--- src/rtl/bus_periph_adapter_pkg.sv ---
// Shared types and constants for the pulsed-bus to req/ack peripheral adapter.
package bus_periph_adapter_pkg;

  typedef enum logic [1:0] {
    IDLE     = 2'd0,
    WAIT_ACK = 2'd1,
    RESPOND  = 2'd2
  } periph_adapter_state_t;

  localparam logic [3:0]  BE_FULL_WORD = 4'hF;
  localparam logic [31:0] TIMEOUT_DATA = 32'hDEAD_BEEF;

  // A write with no byte lanes flagged means a full-word write; reads carry no enables.
  function automatic logic [3:0] select_be(input logic we, input logic [3:0] we_ram);
    logic [3:0] be;
    if (!we) begin
      be = 4'h0;
    end else if (we_ram != 4'h0) begin
      be = we_ram;
    end else begin
      be = BE_FULL_WORD;
    end
    return be;
  endfunction

endpackage

--- src/rtl/bus_periph_adapter_if.sv ---
// Bundle of the pulsed bus request/response and the level req/ack peripheral signals.
interface bus_periph_adapter_if #(
  parameter int unsigned AddressWidth = 32,
  parameter int unsigned DataWidth    = 32
);
  logic [AddressWidth-1:0] bus_address_i;
  logic [DataWidth-1:0]    bus_data_i;
  logic                    bus_we_i;
  logic [3:0]              bus_we_ram_i;
  logic [DataWidth-1:0]    bus_rdata_o;
  logic                    module_busy_o;
  logic                    per_req_o;
  logic                    per_we_o;
  logic [AddressWidth-1:0] per_addr_o;
  logic [DataWidth-1:0]    per_wdata_o;
  logic [3:0]              per_be_o;
  logic                    per_ack_i;
  logic [DataWidth-1:0]    per_rdata_i;
  logic                    req_dropped_o;

  modport slave (
    input  bus_address_i, bus_data_i, bus_we_i, bus_we_ram_i, per_ack_i, per_rdata_i,
    output bus_rdata_o, module_busy_o, per_req_o, per_we_o, per_addr_o, per_wdata_o,
           per_be_o, req_dropped_o
  );

  modport master (
    output bus_address_i, bus_data_i, bus_we_i, bus_we_ram_i, per_ack_i, per_rdata_i,
    input  bus_rdata_o, module_busy_o, per_req_o, per_we_o, per_addr_o, per_wdata_o,
           per_be_o, req_dropped_o
  );
endinterface

--- src/rtl/bus_periph_adapter_timeout_counter.sv ---
// WAIT_ACK watchdog for the peripheral adapter; only built when BUS_PERIPH_ADAPTER_TIMEOUT_EN is defined.
`ifdef BUS_PERIPH_ADAPTER_TIMEOUT_EN
module bus_timeout_counter #(
  parameter int unsigned TimeoutCycles = 1024
) (
  input  logic clk_i,
  input  logic reset_n_i,
  input  logic enable_i,
  input  logic clear_i,
  output logic expired_o
);
  localparam int unsigned      CW   = $clog2(TimeoutCycles) + 1;
  localparam logic [CW-1:0]    LAST = CW'(TimeoutCycles - 1);

  logic [CW-1:0] count_q;
  logic [CW-1:0] count_d;

  // Count WAIT_ACK cycles, restarting on each new access and saturating at the limit.
  always_comb begin
    count_d = count_q;
    if (clear_i) begin
      count_d = {CW{1'b0}};
    end else if (enable_i && (count_q != LAST)) begin
      count_d = count_q + {{(CW-1){1'b0}}, 1'b1};
    end else begin
      count_d = count_q;
    end
  end

  // Counter register.
  always_ff @(posedge clk_i or negedge reset_n_i) begin
    if (!reset_n_i) begin
      count_q <= {CW{1'b0}};
    end else begin
      count_q <= count_d;
    end
  end

  assign expired_o = enable_i && (count_q == LAST);
endmodule
`endif

--- src/rtl/bus_periph_adapter.sv ---
// Converts one-cycle pulsed bus requests into a level req/ack peripheral access, holding busy meanwhile.
// Optional WAIT_ACK timeout is enabled by defining BUS_PERIPH_ADAPTER_TIMEOUT_EN.
module bus_periph_adapter
  import bus_periph_adapter_pkg::*;
#(
  parameter int unsigned             AddressWidth  = 32,
  parameter int unsigned             DataWidth     = 32,
  parameter logic [AddressWidth-1:0] BaseAddress   = 32'h0000_9000,
  parameter logic [AddressWidth-1:0] EndAddress    = 32'h0000_90FF,
  parameter int unsigned             TimeoutCycles = 1024,
  parameter logic [DataWidth-1:0]    TimeoutData   = TIMEOUT_DATA
) (
  input logic                 clk_i,
  input logic                 reset_n_i,
  bus_periph_adapter_if.slave bus
);
  localparam logic [1:0] ST_IDLE     = IDLE;
  localparam logic [1:0] ST_WAIT_ACK = WAIT_ACK;
  localparam logic [1:0] ST_RESPOND  = RESPOND;

  // The idle bus drives address 0, so a zero base would decode idle cycles as requests.
  if (BaseAddress == {AddressWidth{1'b0}}) begin : g_base_zero
    $error("bus_periph_adapter: BaseAddress must be nonzero");
  end
  if (EndAddress < BaseAddress) begin : g_end_low
    $error("bus_periph_adapter: EndAddress must not be below BaseAddress");
  end
  if (TimeoutCycles < 32'd2) begin : g_tmo_small
    $error("bus_periph_adapter: TimeoutCycles must be at least 2");
  end

  logic [1:0]              state_q, state_d;
  logic [AddressWidth-1:0] addr_q, addr_d;
  logic [DataWidth-1:0]    wdata_q, wdata_d;
  logic                    we_q, we_d;
  logic [3:0]              be_q, be_d;
  logic                    req_q, req_d;
  logic                    busy_q, busy_d;
  logic [DataWidth-1:0]    rdata_q, rdata_d;
  logic                    dropped_q, dropped_d;
  logic                    hit_s;
  logic                    accept_s;
  logic                    tmo_expired_s;

  assign hit_s    = (bus.bus_address_i >= BaseAddress) && (bus.bus_address_i <= EndAddress);
  assign accept_s = (state_q == ST_IDLE) && hit_s;

`ifdef BUS_PERIPH_ADAPTER_TIMEOUT_EN
  bus_timeout_counter #(
    .TimeoutCycles(TimeoutCycles)
  ) u_timeout (
    .clk_i     (clk_i),
    .reset_n_i (reset_n_i),
    .enable_i  (state_q == ST_WAIT_ACK),
    .clear_i   (accept_s),
    .expired_o (tmo_expired_s)
  );
`else
  assign tmo_expired_s = 1'b0;
`endif

  // Next-state and output-register logic for the IDLE -> WAIT_ACK -> RESPOND cycle.
  always_comb begin
    state_d   = state_q;
    addr_d    = addr_q;
    wdata_d   = wdata_q;
    we_d      = we_q;
    be_d      = be_q;
    req_d     = req_q;
    busy_d    = busy_q;
    rdata_d   = rdata_q;
    dropped_d = dropped_q;
    case (state_q)
      ST_IDLE: begin
        if (hit_s) begin
          addr_d  = bus.bus_address_i - BaseAddress;
          wdata_d = bus.bus_data_i;
          we_d    = bus.bus_we_i;
          be_d    = select_be(bus.bus_we_i, bus.bus_we_ram_i);
          req_d   = 1'b1;
          busy_d  = 1'b1;
          state_d = ST_WAIT_ACK;
        end else begin
          state_d = ST_IDLE;
        end
      end
      ST_WAIT_ACK: begin
        if (hit_s) begin
          dropped_d = 1'b1;
        end else begin
          dropped_d = dropped_q;
        end
        // Ack takes priority over a timeout expiring in the same cycle.
        if (bus.per_ack_i) begin
          req_d   = 1'b0;
          rdata_d = we_q ? {DataWidth{1'b0}} : bus.per_rdata_i;
          state_d = ST_RESPOND;
        end else if (tmo_expired_s) begin
          req_d   = 1'b0;
          rdata_d = we_q ? {DataWidth{1'b0}} : TimeoutData;
          state_d = ST_RESPOND;
        end else begin
          state_d = ST_WAIT_ACK;
        end
      end
      ST_RESPOND: begin
        if (hit_s) begin
          dropped_d = 1'b1;
        end else begin
          dropped_d = dropped_q;
        end
        busy_d  = 1'b0;
        state_d = ST_IDLE;
      end
      default: begin
        req_d   = 1'b0;
        busy_d  = 1'b0;
        state_d = ST_IDLE;
      end
    endcase
  end

  // State and output registers.
  always_ff @(posedge clk_i or negedge reset_n_i) begin
    if (!reset_n_i) begin
      state_q   <= ST_IDLE;
      addr_q    <= {AddressWidth{1'b0}};
      wdata_q   <= {DataWidth{1'b0}};
      we_q      <= 1'b0;
      be_q      <= 4'h0;
      req_q     <= 1'b0;
      busy_q    <= 1'b0;
      rdata_q   <= {DataWidth{1'b0}};
      dropped_q <= 1'b0;
    end else begin
      state_q   <= state_d;
      addr_q    <= addr_d;
      wdata_q   <= wdata_d;
      we_q      <= we_d;
      be_q      <= be_d;
      req_q     <= req_d;
      busy_q    <= busy_d;
      rdata_q   <= rdata_d;
      dropped_q <= dropped_d;
    end
  end

  assign bus.per_addr_o    = addr_q;
  assign bus.per_wdata_o   = wdata_q;
  assign bus.per_we_o      = we_q;
  assign bus.per_be_o      = be_q;
  assign bus.per_req_o     = req_q;
  assign bus.module_busy_o = busy_q;
  assign bus.bus_rdata_o   = rdata_q;
  assign bus.req_dropped_o = dropped_q;
endmodule

--- src/flat_wrapper.sv ---
// flat-port wrapper written by rule: the top's interface ports become plain ports
module bus_periph_adapter_flat import bus_periph_adapter_pkg::*;
#(
  parameter int unsigned             AddressWidth  = 32,
  parameter int unsigned             DataWidth     = 32,
  parameter logic [AddressWidth-1:0] BaseAddress   = 32'h0000_9000,
  parameter logic [AddressWidth-1:0] EndAddress    = 32'h0000_90FF,
  parameter int unsigned             TimeoutCycles = 1024,
  parameter logic [DataWidth-1:0]    TimeoutData   = TIMEOUT_DATA
)
  (clk_i, reset_n_i, bus_bus_address_i, bus_bus_data_i, bus_bus_we_i, bus_bus_we_ram_i, bus_per_ack_i, bus_per_rdata_i, bus_bus_rdata_o, bus_module_busy_o, bus_per_req_o, bus_per_we_o, bus_per_addr_o, bus_per_wdata_o, bus_per_be_o, bus_req_dropped_o);
  bus_periph_adapter_if #(.AddressWidth(AddressWidth), .DataWidth(DataWidth)) bus_i ();
  input logic clk_i;
  input logic reset_n_i;
  input wire logic [$bits(bus_i.bus_address_i)-1:0] bus_bus_address_i;
  input wire logic [$bits(bus_i.bus_data_i)-1:0] bus_bus_data_i;
  input wire logic [$bits(bus_i.bus_we_i)-1:0] bus_bus_we_i;
  input wire logic [$bits(bus_i.bus_we_ram_i)-1:0] bus_bus_we_ram_i;
  input wire logic [$bits(bus_i.per_ack_i)-1:0] bus_per_ack_i;
  input wire logic [$bits(bus_i.per_rdata_i)-1:0] bus_per_rdata_i;
  output wire logic [$bits(bus_i.bus_rdata_o)-1:0] bus_bus_rdata_o;
  output wire logic [$bits(bus_i.module_busy_o)-1:0] bus_module_busy_o;
  output wire logic [$bits(bus_i.per_req_o)-1:0] bus_per_req_o;
  output wire logic [$bits(bus_i.per_we_o)-1:0] bus_per_we_o;
  output wire logic [$bits(bus_i.per_addr_o)-1:0] bus_per_addr_o;
  output wire logic [$bits(bus_i.per_wdata_o)-1:0] bus_per_wdata_o;
  output wire logic [$bits(bus_i.per_be_o)-1:0] bus_per_be_o;
  output wire logic [$bits(bus_i.req_dropped_o)-1:0] bus_req_dropped_o;
  assign bus_i.bus_address_i = bus_bus_address_i;
  assign bus_i.bus_data_i = bus_bus_data_i;
  assign bus_i.bus_we_i = bus_bus_we_i;
  assign bus_i.bus_we_ram_i = bus_bus_we_ram_i;
  assign bus_i.per_ack_i = bus_per_ack_i;
  assign bus_i.per_rdata_i = bus_per_rdata_i;
  assign bus_bus_rdata_o = bus_i.bus_rdata_o;
  assign bus_module_busy_o = bus_i.module_busy_o;
  assign bus_per_req_o = bus_i.per_req_o;
  assign bus_per_we_o = bus_i.per_we_o;
  assign bus_per_addr_o = bus_i.per_addr_o;
  assign bus_per_wdata_o = bus_i.per_wdata_o;
  assign bus_per_be_o = bus_i.per_be_o;
  assign bus_req_dropped_o = bus_i.req_dropped_o;
  bus_periph_adapter #(.AddressWidth(AddressWidth), .DataWidth(DataWidth), .BaseAddress(BaseAddress), .EndAddress(EndAddress), .TimeoutCycles(TimeoutCycles), .TimeoutData(TimeoutData)) u_core (.clk_i(clk_i), .reset_n_i(reset_n_i), .bus(bus_i));
endmodule
--- config.mk ---
export PLATFORM = sky130hd
export DESIGN_NAME = bus_periph_adapter_flat
export DESIGN_NICKNAME = d
export VERILOG_FILES = /design/src/rtl/bus_periph_adapter_pkg.sv /design/src/rtl/bus_periph_adapter_if.sv /design/src/rtl/bus_periph_adapter_timeout_counter.sv /design/src/rtl/bus_periph_adapter.sv /design/src/flat_wrapper.sv
export SDC_FILE = /design/constraint.sdc
export NUM_CORES = 1
export LEC_CHECK = 0
export BUFFER_PORTS_ARGS = -buffer_cell sky130_fd_sc_hd__buf_2
export CAP_MARGIN = 20
export CORE_MARGIN = 2
export CORE_UTILIZATION = 30
export CTS_BUF_LIST = sky130_fd_sc_hd__clkbuf_2 sky130_fd_sc_hd__clkbuf_4 sky130_fd_sc_hd__clkbuf_8
export DETAILED_ROUTE_END_ITERATION = 8
export GPL_ROUTABILITY_DRIVEN = 0
export PLACE_DENSITY_LB_ADDON = 0.3
export SKIP_CTS_REPAIR_TIMING = 1
export SKIP_LAST_GASP = 1
export SYNTH_ARGS = -nofsm -noshare
export SYNTH_HDL_FRONTEND = slang
export SYNTH_SLANG_ARGS = --single-unit
--- constraint.sdc ---
create_clock -name clk_i -period 5.28 [get_ports clk_i]
set_clock_uncertainty 0.15 [all_clocks]
set_input_delay 0.264 -clock clk_i [delete_from_list [all_inputs] [get_ports clk_i]]
set_output_delay 0.264 -clock clk_i [all_outputs]
set_load 0.01 [all_outputs]
== Word level (Yosys, flattened, before mapping) ==
Cells that the tools add are included.
Storage, ports and cells
  register bits after elaboration: 106
  bits of input ports: 104
  logic and storage cells: 37
Operators by class
  add/sub/neg operators: 1
  $lt $le $gt $ge: 2
  equality and inequality tests: 4
  multiplexer cells: 10
  bitwise operators: 2
  reductions and logical operators: 9
Operator list (number)
  $ge A32 B16 Y1 const B: 1
  $le A32 B16 Y1 const B: 1
  $mux W32: 1
  $sub A32 B16 Y32 const B: 1
  $mux W4: 2
  $reduce_and A2 Y1: 4
  $pmux W2 S2: 1
  $reduce_bool A4 Y1: 1
  $mux W1: 3
  $pmux W1 S3: 1
  $reduce_and A3 Y1: 1
  $eq A2 B1 Y1 const B: 1
  $eq A2 B2 Y1 const B: 1
  $logic_not A2 Y1: 1
  $mux W2: 1
  $ne A2 B1 Y1 const B: 1
  $ne A2 B2 Y1 const B: 1
  $not A1 Y1: 2
  $pmux W1 S2: 1
  $reduce_or A2 Y1: 1
  $logic_and A1 B1 Y1: 1

== Depth between registers and ports, before layout ==
  depth after elaboration: 4
  gate-level depth with buffers: 9
  gate-level depth less buffers: 7

== Worst setup path before layout ==
OpenSTA, ideal clock, no wires.
  kind: input to register
  start: input port bus_bus_address_i[13]
  end: register u_core.wdata_q[23], in the netlist u_core.bus.per_wdata_o[23]
  data arrival time: 2.046 ns
  path slack: 2.956 ns
  stages: 9
  buffers on the path: 2
  cells stage by stage: inv_1 > ha_1 > nand4_1 > o31a_1 > nor4_4 > and2_1 > buf_4 > buf_6 > mux2_1
On the way
  cells in the longest elaborated chain, start to end: 3
RTL lines
  start, declared: line flat_wrapper.sv:15  | input wire logic [$bits(bus_i.bus_address_i)-1:0] bus_bus_address_i;
  $ge A32 B16 Y1 or $le A32 B16 Y1 (tied branches): line bus_periph_adapter.sv:45  | assign hit_s = (bus.bus_address_i >= BaseAddress) && (bus.bus_address_i <= EndAddress);
  $logic_and A1 B1 Y1 *: line bus_periph_adapter.sv:45
  $reduce_and A2 Y1 (no line) *
  end signal, assigned: line bus_periph_adapter.sv:128  | wdata_q <= {DataWidth{1'b0}};
  end signal, assigned: line bus_periph_adapter.sv:138  | wdata_q <= wdata_d;
  end, declared: line bus_periph_adapter.sv:34  | logic [DataWidth-1:0] wdata_q, wdata_d;
Every way passes the cells marked *; elsewhere a longest branch is shown, timed or not.
A chain may end at the register's enable or synchronous reset.

== Worst setup path after layout ==
  start: input port bus_bus_address_i[10]
  end: register u_core.wdata_q[27], in the netlist u_core.bus.per_wdata_o[27]
The elaborated chain is that of the path after synthesis.

==> results.toml <==
[power_and_ir_drop]
power.internal_uw = 1218
p_seq_share_pct = 53.7
powerDensity_mw_per_mm2 = 249.0
power_leakage_uw = 0.003504
pwr-share-comb_pct = 9.7
swShare_pct = 22.30
p_switching_uw = 349.5
max-vdd-ir-drop_mv = 0.1317
clkPwrFrac_pct = 36.6

[critical_path]
path_class = "primary input to register"
cp_num_buf_inv = 2
crit_path_end = "u_core.bus.per_wdata_o[27]"
path_depth = 7
required_ns = 5.38
crit_arrival_ns = 3.09
crit_family = "simple AND/OR/NAND/NOR gates"
r2r-end = "u_core.bus.per_wdata_o[27]"
slowest_stage = "and2_2"
crit_fanout = 38
end_kind = "register"
critPathLaunchType = "primary input"
critPathMaxStageDelay_ns = 0.84
rr_startpoint = "u_core.state_q[0]"
path_cells = "dlygate4sd3_1 -> buf_2 -> o41ai_1 -> nand3_1 -> nor4_4 -> and2_2 -> mux2_1"
crit_start = "bus_bus_address_i[10]"
r2r_setup_slack_ns = 2.98
rr_worst_depth = 4

[global_route]
grt_pass1_wl_microns = 15450
grt_max_degree = 66
gr-total-overflow = 0
antenna_found_initial = 0
grt_pass1_vias = 3173
grt_usage_pct = 13.09

[detailed_routing]
routedWlPerCell_microns = 13.69
vias = 3496
drtIter0Drc = 88
remaining_drc_errors = 0
drtPass1Iterations = 4
vias_per_cell = 4.409
ant_nets = 0
drt_wl_total_microns = 10850

[synthesis]
syn_inst = 349
synth_warnings = 0
netlist_area_sq_mm = 0.004304
syn-num-nets = 458
postSynthAreaPerCell_sq_um = 12.33
ys_seq_area_share_pct = 61.63
ys_seq_elements = 106
ys_types = 30

[timing]
setup_viol = 0
finalMaxSlewViolations = 0
min_period_over_period_pct = 56.65
whs_ns = -0.01245
maxSlewHeadroom_pct = 34.38
rsz0062_at_grt = "false"
tns_ns = 0
max_freq_ghz = 0.3343
tightestPinTransition_ns = 0.9809
min_period_ns = 2.991
hold_violations = 9

[floorplanning]
fp-row-count = 43
start_util_pct = 30.89
dieArea_sq_mm = 0.01532
die_h_microns = 123.8
boundaryPins = 208
die_x_microns = 123.8
core_area_sq_mm = 0.01393

[placed_design]
placed_area_sq_mm = 0.005487
placed_cells = 720
dp_hpwl_microns = 7465
port_buffers = 207

[finish]
synthToLayoutAreaGrowth_pct = 46.25
instances_no_fill = 793
design_area_sq_mm = 0.006295
drive_gt1_share_pct = 40.46
num-fill-cells = 1300
fin_nets = 717
antenna_cells = 0

[cts]
clk_pin_slew_ns = 0.09
h-tree-depth = 3
cts_max_path_buffers = 2
clock-sinks = 106
cts_made_buffers = 9
cts_tree = "built"
clk_latency_ns = 0.37
ctsRootBufferMaster = "clkbuf_8"

[outcome]
status = "complete, but fails checks"
failed_checks = "negative hold slack"

[worst_hold_path]
hold_start = "bus_per_rdata_i[3]"
hp-class = "primary input to register"

[flow_run]
max_cap_violations = 0
==> worst register-to-register path, cell delays in order (launching register included) <==
cell and delay, ns:
dfrtp_1 0.39, inv_1 0.10, ha_1 0.28, and2_2 0.81
mux2_1 0.45
==> kinds of logic (layout without fill, tap and decap cells) <==
kind of cell    Yosys count  count (layout)  share of synthesized area, %
compound gates           63              63                         8.721
fa+ha+maj                 5               5                         1.453
buf+inv                  29             293                         3.285
flops                   106             106                         61.63
mux                      51              51                         13.20
simple gates             95              95                         11.72
==> through the flow <==
stage	total power [uW]	worst slack, ns	hold slack, ns	util [%]
detailed placement	978.0	2.120	0.1676	39.37
global placement	974.9	2.258	0.1606	39.37
floorplan	891.7	2.956	-0.1816	-
finish	1568	2.289	-0.01245	45.17
CTS	1561	2.573	-0.2552	41.08
global route	1651	2.077	0.0007065	45.17
==> sequential cells by signal (all words and copies together), names as in the netlist <==
| name | cells |
|---|---|
| u_core.bus.bus_rdata_o | 32 |
| u_core.bus.module_busy_o | 1 |
| u_core.bus.per_addr_o | 32 |
| u_core.bus.per_be_o | 4 |
| u_core.bus.per_req_o | 1 |
| u_core.bus.per_wdata_o | 32 |
| u_core.bus.per_we_o | 1 |
| u_core.bus.req_dropped_o | 1 |
| u_core.state_q | 2 |
==> layout by cell type, fill, tap and decap left out, drive strengths merged <==
| cell type | synthesis | routed |
|---|---|---|
| dlygate4sd3 | 0 | 57 |
| nand3 | 2 | 2 |
| nor2 | 7 | 7 |
| clkbuf | 9 | 12 |
| mux2 | 46 | 46 |
| nand4 | 4 | 4 |
| a31oi | 1 | 1 |
| nor4 | 4 | 4 |
| or3 | 1 | 1 |
| o21ai | 38 | 38 |
| clkinv | 0 | 1 |
| a21o | 1 | 1 |
| ha | 5 | 5 |
| nor4b | 1 | 1 |
| bufinv | 0 | 2 |
| buf | 9 | 209 |
| nand2b | 33 | 33 |
| clkinvlp | 0 | 1 |
| o31a | 2 | 2 |
| nand2 | 35 | 35 |
| nor3 | 7 | 7 |
| dfrtp | 106 | 106 |
| o21a | 18 | 18 |
| inv | 11 | 11 |
| o41ai | 1 | 1 |
| a21oi | 2 | 2 |
| and2 | 1 | 1 |
| mux2i | 5 | 5 |
==> final cells by class <==
cell class,count,area [sq um],share of cell area (%)
clock buffers,12,165.2,2.624
clock inverters,4,72.57,1.153
inverters,11,41.29,0.6559
multi-input cells,214,1514,24.05
flip-flops and latches,106,2653,42.14
well taps,180,225.2,3.578
repair buffers,266,1624,25.80
==> worst min-delay path by stage <==
stage               cells past startpoint                          to  slack (ns)
floorplan                               0   u_core.bus.bus_rdata_o[0]       -0.18
CTS                                     1  u_core.bus.per_wdata_o[31]       -0.26
global route                            3  u_core.bus.bus_rdata_o[27]      0.0007
finish                                  3   u_core.bus.bus_rdata_o[3]       -0.01
detailed placement                      1  u_core.bus.per_wdata_o[31]        0.17
global placement                        1  u_core.bus.per_wdata_o[31]        0.16
==> synthesized netlist by cell type <==
| library cell | n | area [sq um] |
|---|---|---|
| nand3_1 | 2 | 10.01 |
| nor2_1 | 7 | 26.28 |
| nor4b_2 | 1 | 15.01 |
| nor4_1 | 3 | 18.77 |
| nand2_1 | 34 | 127.6 |
| buf_6 | 3 | 33.78 |
| clkbuf_1 | 9 | 33.78 |
| a21oi_1 | 2 | 10.01 |
| mux2_1 | 28 | 315.3 |
| o21a_1 | 18 | 135.1 |
| o31a_1 | 2 | 17.52 |
| nand4_1 | 4 | 25.02 |
| nor3_1 | 7 | 35.03 |
| nand2_2 | 1 | 6.260 |
| inv_1 | 11 | 41.29 |
| nand2b_1 | 33 | 206.5 |
| and2_1 | 1 | 6.260 |
| mux2_2 | 18 | 202.7 |
| or3_1 | 1 | 6.260 |
| o41ai_1 | 1 | 8.760 |
| nor4_4 | 1 | 21.27 |
| dfrtp_1 | 106 | 2653 |
| buf_1 | 2 | 7.510 |
| ha_1 | 5 | 62.56 |
| o21ai_0 | 38 | 190.2 |
| a31oi_1 | 1 | 6.260 |
| a21o_1 | 1 | 7.510 |
| buf_2 | 2 | 10.01 |
| mux2i_1 | 5 | 50.05 |
| buf_4 | 2 | 15.01 |
==> power groups by stage <==
stage                     logic (uW)  clock network, uW  registers (uW)
after floorplan                 24.6                  0             867
after global placement           119                  0             856
after detailed placement         121                  0             857
after CTS                        121                598             842
after global routing             172                635             845
final                            152                574             841
==> per-layer routing <==
layer / wire, microns / vias to the layer above / track usage (%)
met2: 5227 / 142 / 20.30
met1: 4397 / 1639 / 15.86
met4: 208 / 0 / 6.179
li1: - / 1700 / -
met3: 1020 / 15 / 5.311
met5: 0 / - / 0
Power figures use the tool's default switching activity.
